**config.mk**
```make
export PLATFORM = sky130hd
export DESIGN_NAME = lp_clk_recovery
export DESIGN_NICKNAME = d
export VERILOG_FILES = /design/src/rtl/lp_esc_pkg.sv /design/src/rtl/lp_clk_recovery.sv
export SDC_FILE = /design/constraint.sdc
export NUM_CORES = 1
export LEC_CHECK = 0
export CAP_MARGIN = 20
export CORE_AREA = 2 2 39 41
export CTS_BUF_LIST = sky130_fd_sc_hd__clkbuf_4 sky130_fd_sc_hd__clkbuf_8
export DETAILED_ROUTE_END_ITERATION = 8
export DIE_AREA = 0 0 41 43
export DONT_BUFFER_PORTS = 1
export PLACE_DENSITY = 0.3
export SYNTH_ARGS = -nofsm -noshare
export SYNTH_HDL_FRONTEND = slang
export SYNTH_SLANG_ARGS = --single-unit
```
**constraint.sdc**
```tcl
create_clock -name CLK -period 0.94 [get_ports CLK]
set_input_delay 0.282 -clock CLK [delete_from_list [all_inputs] [get_ports CLK]]
set_output_delay 0.282 -clock CLK [all_outputs]
set_load 0.01 [all_outputs]
```
**src/rtl/lp_esc_pkg.sv**
```systemverilog
// Shared types and constants for the C-PHY low-power escape receiver.
// Line states are written {A, B, C}.
package lp_esc_pkg;

    typedef enum logic [3:0] {
        ST_STOP   = 4'd0,
        ST_REQ    = 4'd1,
        ST_BRIDGE = 4'd2,
        ST_ESC_RQ = 4'd3,
        ST_ESC_GO = 4'd4,
        ST_CMD    = 4'd5,
        ST_LPDT   = 4'd6,
        ST_ULPS   = 4'd7,
        ST_TRIG   = 4'd8,
        ST_EXIT   = 4'd9
    } escState_t;

    localparam logic [7:0] CMD_LPDT  = 8'hE1;
    localparam logic [7:0] CMD_ULPS  = 8'h1E;
    localparam logic [7:0] CMD_TRIG0 = 8'h62;
    localparam logic [7:0] CMD_TRIG1 = 8'h5D;
    localparam logic [7:0] CMD_TRIG2 = 8'h21;
    localparam logic [7:0] CMD_TRIG3 = 8'hA0;

    localparam logic [2:0] LP_111 = 3'b111;
    localparam logic [2:0] LP_100 = 3'b100;
    localparam logic [2:0] LP_000 = 3'b000;
    localparam logic [2:0] LP_001 = 3'b001;

    function automatic logic [3:0] trigOneHot(input logic [7:0] cmd);
        case (cmd)
            CMD_TRIG0: trigOneHot = 4'b0001;
            CMD_TRIG1: trigOneHot = 4'b0010;
            CMD_TRIG2: trigOneHot = 4'b0100;
            CMD_TRIG3: trigOneHot = 4'b1000;
            default:   trigOneHot = 4'b0000;
        endcase
    endfunction

endpackage

```
**src/rtl/lp_clk_recovery.sv**
```systemverilog
// Line synchronizer and escape clock recovery: one strobe per rising edge of
// RxClkEsc, with the bit value taken from the synchronized A line.
module lp_clk_recovery
    import lp_esc_pkg::*;
#(
    parameter int SYNC_STAGES = 2
) (
    input  logic       CLK,
    input  logic       RST,
    input  logic       A,
    input  logic       B,
    input  logic       C,
    output logic [2:0] lineState,
    output logic       bitStrobe,
    output logic       bitValue
);

    logic [2:0] lineSync_r [SYNC_STAGES];
    logic       rxClkPrev_r;
    logic       RxClkEsc;

    assign lineState = lineSync_r[SYNC_STAGES-1];
    // Marks toggle A^C with B low; LP-000 spaces and any B-high state give no clock.
    assign RxClkEsc  = (lineState[1] == 1'b0) ? (lineState[2] ^ lineState[0]) : 1'b0;
    assign bitStrobe = RxClkEsc & ~rxClkPrev_r;
    assign bitValue  = lineState[2];

    // Synchronizer chain (idles at LP-111) and previous recovered clock level.
    always_ff @(posedge CLK or posedge RST) begin
        if (RST) begin
            for (int i = 0; i < SYNC_STAGES; i++) begin
                lineSync_r[i] <= LP_111;
            end
            rxClkPrev_r <= 1'b0;
        end else begin
            lineSync_r[0] <= {A, B, C};
            for (int i = 1; i < SYNC_STAGES; i++) begin
                lineSync_r[i] <= lineSync_r[i-1];
            end
            rxClkPrev_r <= RxClkEsc;
        end
    end

endmodule

```
Yosys cells after proc, flatten, opt, wreduce, memory -nomap -nowiden
Index checks and enable logic that the tools add are counted.

Bits in registers: 7. Input port bits: 5. Output and inout bits: 5.

Muxes and demuxes: 1. Bitwise logic cells: 3.

Operators with widths (number): $and A1 B1 Y1 (1); $mux W1 (1); $not A1 Y1 (1); $xor A1 B1 Y1 (1).

Depth between registers and ports, before layout
Depth in word-level cells: 3. Gate-level depth with buffers: 2. Mapped depth without buffers: 2.

Worst setup path after synthesis
Ideal clock, no wire load.

Path kind: flip-flop to output port. From: register lineSync_r (netlist bit lineState[2]). To: output port bitStrobe. Arrival: 0.818 ns. Slack: -0.160 ns. Stages on the path, launching flop included: 3. Cells stage by stage: dfstp_2 > xnor2_1 > nor3_2.

Longest elaborated chain between the ends: 3.

RTL lines: from (decl) (RTL line lp_clk_recovery.sv:18) `logic [2:0] lineSync_r [SYNC_STAGES];`; from (signal, indexed assignment) (RTL line lp_clk_recovery.sv:38) `lineSync_r[i] <= lineSync_r[i-1];`; $xor A1 B1 Y1 (RTL line lp_clk_recovery.sv:24) `assign RxClkEsc = (lineState[1] == 1'b0) ? (lineState[2] ^ lineState[0]) : 1'b0;`; $mux W1 (RTL line lp_clk_recovery.sv:24); $and A1 B1 Y1 (RTL line lp_clk_recovery.sv:25) `assign bitStrobe = RxClkEsc & ~rxClkPrev_r;`; to (decl) (RTL line lp_clk_recovery.sv:14) `output logic bitStrobe,`.

Every way passes these cells.

Worst setup path in the final report
From: register lineSync_r (netlist bit lineState[0]). To: output port bitStrobe.

The elaborated chain is that of the path after synthesis.

==> results.yml <==
floorplanning:
  initial_core_util_pct: 16.7
  rows: 14
  die_w_microns: 41
  io_pins: 10
  die-area_sq_um: 1760
  core_area_sq_um: 1380
  die_h_microns: 43
setup_path:
  crit_chain: "xnor2_2 -> nor3_2"
  critPathLaunchType: "flip-flop"
  r2r_start: "lineState[0]$_DFF_PP1_"
  critPathBufInv: 0
  end_kind: "output port"
  rr_worst_depth: 3
  arrival_ns: 1.07
  crit_family: "flip-flops"
  crit_type: "flip-flop to output port"
  rrSetupSlack_ns: -0.01
  max_stage_delay_ns: 0.55
  crit_path_top_delay_cell: "dfstp_2"
  critical_path_required_ns: 0.66
  rr_endpoint: "rxClkPrev_r$_DFF_PP0_"
  crit_fanout: 2
finish:
  final_cells: 37
  area_growth_syn_to_layout_pct: 40.0
  drive_above_1_share_pct: 85.7
  final_cell_mix: "6 x dfstp_2, 4 x clkbuf_4, 3 x buf_4, 2 x buf_6"
  final_util_pct: 23.4
  final_nets: 27
  antennaDiodeCount: 0
  final_common_cell: "dfstp_2"
detailed_routing:
  drt.antenna.violating_nets: 0
  drc_errors: 0
  vias: 116
  vias_per_cell: 3.14
  drt_iter0_drc: 0
  firstDrtPassIters: 1
  wl_microns: 289
  wl_per_cell_microns: 7.81
logic_synthesis:
  muxShareOfSynthArea_pct: 0
  synth_top_family_by_area: "buffers and inverters"
  syn-num-nets: 19
  syn_area_sq_um: 231
  synth_cells: 14
  yosysSeqAreaShare_pct: 78.9
  synth.distinct_cells: 7
  post_synth_xor_area_fraction_pct: 3.78
  yosys_warnings: 0
  synth_adder_area_share_pct: 0
  synth_area_per_cell_sq_um: 16.5
  synth-seq-cells: 7
  synthSimpleGateAreaFrac_pct: 5.95
  synth_compound_area_share_pct: 0
power:
  p_sw_w: 0.000133
  p_clk_share_pct: 42.6
  seq_power_share_pct: 49.9
  p_int_w: 0.000549
  sw_frac_of_total_pct: 19.5
  peakVddDrop_mv: 0.949
  pwr-share-comb_pct: 7.6
  leakagePower_nw: 0.143
  powerDensity_nw_per_um2: 2110
sta:
  fin_crit_sh_pct: 144
  drv_slew: 0
  tns_ns: -1.61
  worstMarginPinSlew_ns: 0.241
  slew-limit-headroom_pct: 83.9
  layout_setup_ws_ns: -0.410
  fin_hold_ws_ns: 0.0349
  setup_violations: 6
  skew_ns: 0.00311
  min_period_ns: 1.35
  hold_viol: 0
  max_freq_mhz: 741
  rsz0062_at_grt: "true"
global_route:
  grt_antenna_before_repair: 0
  grt_overflow_total: 0
  grt_use_total_pct: 4.07
  grt_pass1_vias: 112
  grt_pass1_wl_microns: 372
  grt_max_degree: 8
hold_path:
  holdPathEnd: "lineSync_r[4]$_DFF_PP1_"
  hold_path.startpoint: "B"
  hold_depth: 0
  hold_path_class: "input pin to flip-flop"
clock_tree:
  cts.path.max_buffers: 2
  cts.clk_slew.worst_paths_ns: 0.05
  root_buffer: "clkbuf_4"
  ctsHtreeMaxLevel: 1
  numCtsBuffers: 3
  cts_tree: "built"
  cts_sinks: 7
  insertion_delay_ns: 0.24
placed_design:
  place_inst: 30
  place.gp.congestion: 0.546
  dp_slack_ns: -0.161
  port_buffers: 0
  place_hpwl_microns: 203
run:
  maxCapViolCount: 0
run_status:
  status: "finished with violations"
  violations: "setup timing"
-- Yosys cell counts, drive strengths merged --
cell | count | share of area [%]
dfrtp | 1 | 11
inv | 1 | 1.6
buf | 3 | 9.7
nor3 | 1 | 4.3
xnor2 | 1 | 3.8
dfstp | 6 | 68
nor2 | 1 | 1.6
-- registers in the layout, summed over array words and instances, names as in the netlist --
register	count
rxClkPrev_r	1
lineSync_r	3
lineState	3
-- layout make-up --
type                    instances  area [sq um]
well taps                      16          20.0
multi-input cells               3          32.5
clock buffers                   4          30.0
fillers                       145          1060
inverters                       1          3.75
repair buffers                  6          55.1
flip-flops and latches          7           183
-- what timing repair did --
action,4_1_cts,5_1_grt
pin swaps,0,0
gates resized for setup,4,0
buffers inserted,3,0
endpoints found under the setup margin,6,6
endpoints found under the hold margin,1,0
hold buffers,1,0
-- layer usage --
metal	wire length (microns)	share of wire, %	global-route usage [%]
met1	128	44	3.70
met2	112	39	3.44
met3	49	17	6.28
met4	0	0	4.00
met5	0	0	0
-- power by group through the flow --
stage          clock network (W)  registers, W   logic, W
2_1_floorplan                  0      0.000341  0.0000284
3_3_place_gp                   0      0.000342  0.0000354
3_5_place_dp                   0      0.000343  0.0000352
4_1_cts                 0.000305      0.000340  0.0000526
5_1_grt                 0.000315      0.000342  0.0000561
6_report                0.000291      0.000340  0.0000516
-- cells by family after synthesis --
family                 count (synthesis)
buffers and inverters                  4
XOR/XNOR                               1
flip-flops                             7
AND/OR/NAND/NOR                        2
-- how the worst max path moves through the flow --
stage	startpoint	slack (ns)	cells after the start	to
floorplan	lineState[2]$_DFF_PP1_	-0.16	2	bitStrobe
global placement	lineState[0]$_DFF_PP1_	-0.15	2	bitStrobe
detailed placement	lineState[0]$_DFF_PP1_	-0.16	2	bitStrobe
CTS	lineState[0]$_DFF_PP1_	-0.42	2	bitStrobe
global route	lineState[0]$_DFF_PP1_	-0.46	2	bitStrobe
finish	lineState[0]$_DFF_PP1_	-0.41	2	bitStrobe
-- per-stage QoR --
step	instance area, sq um	power, W
6_report	324	0.000683
4_1_cts	324	0.000698
5_1_grt	324	0.000713
3_3_place_gp	251	0.000378
2_1_floorplan	231	0.000370
3_5_place_dp	251	0.000378
(Power assumes the default switching activity.)
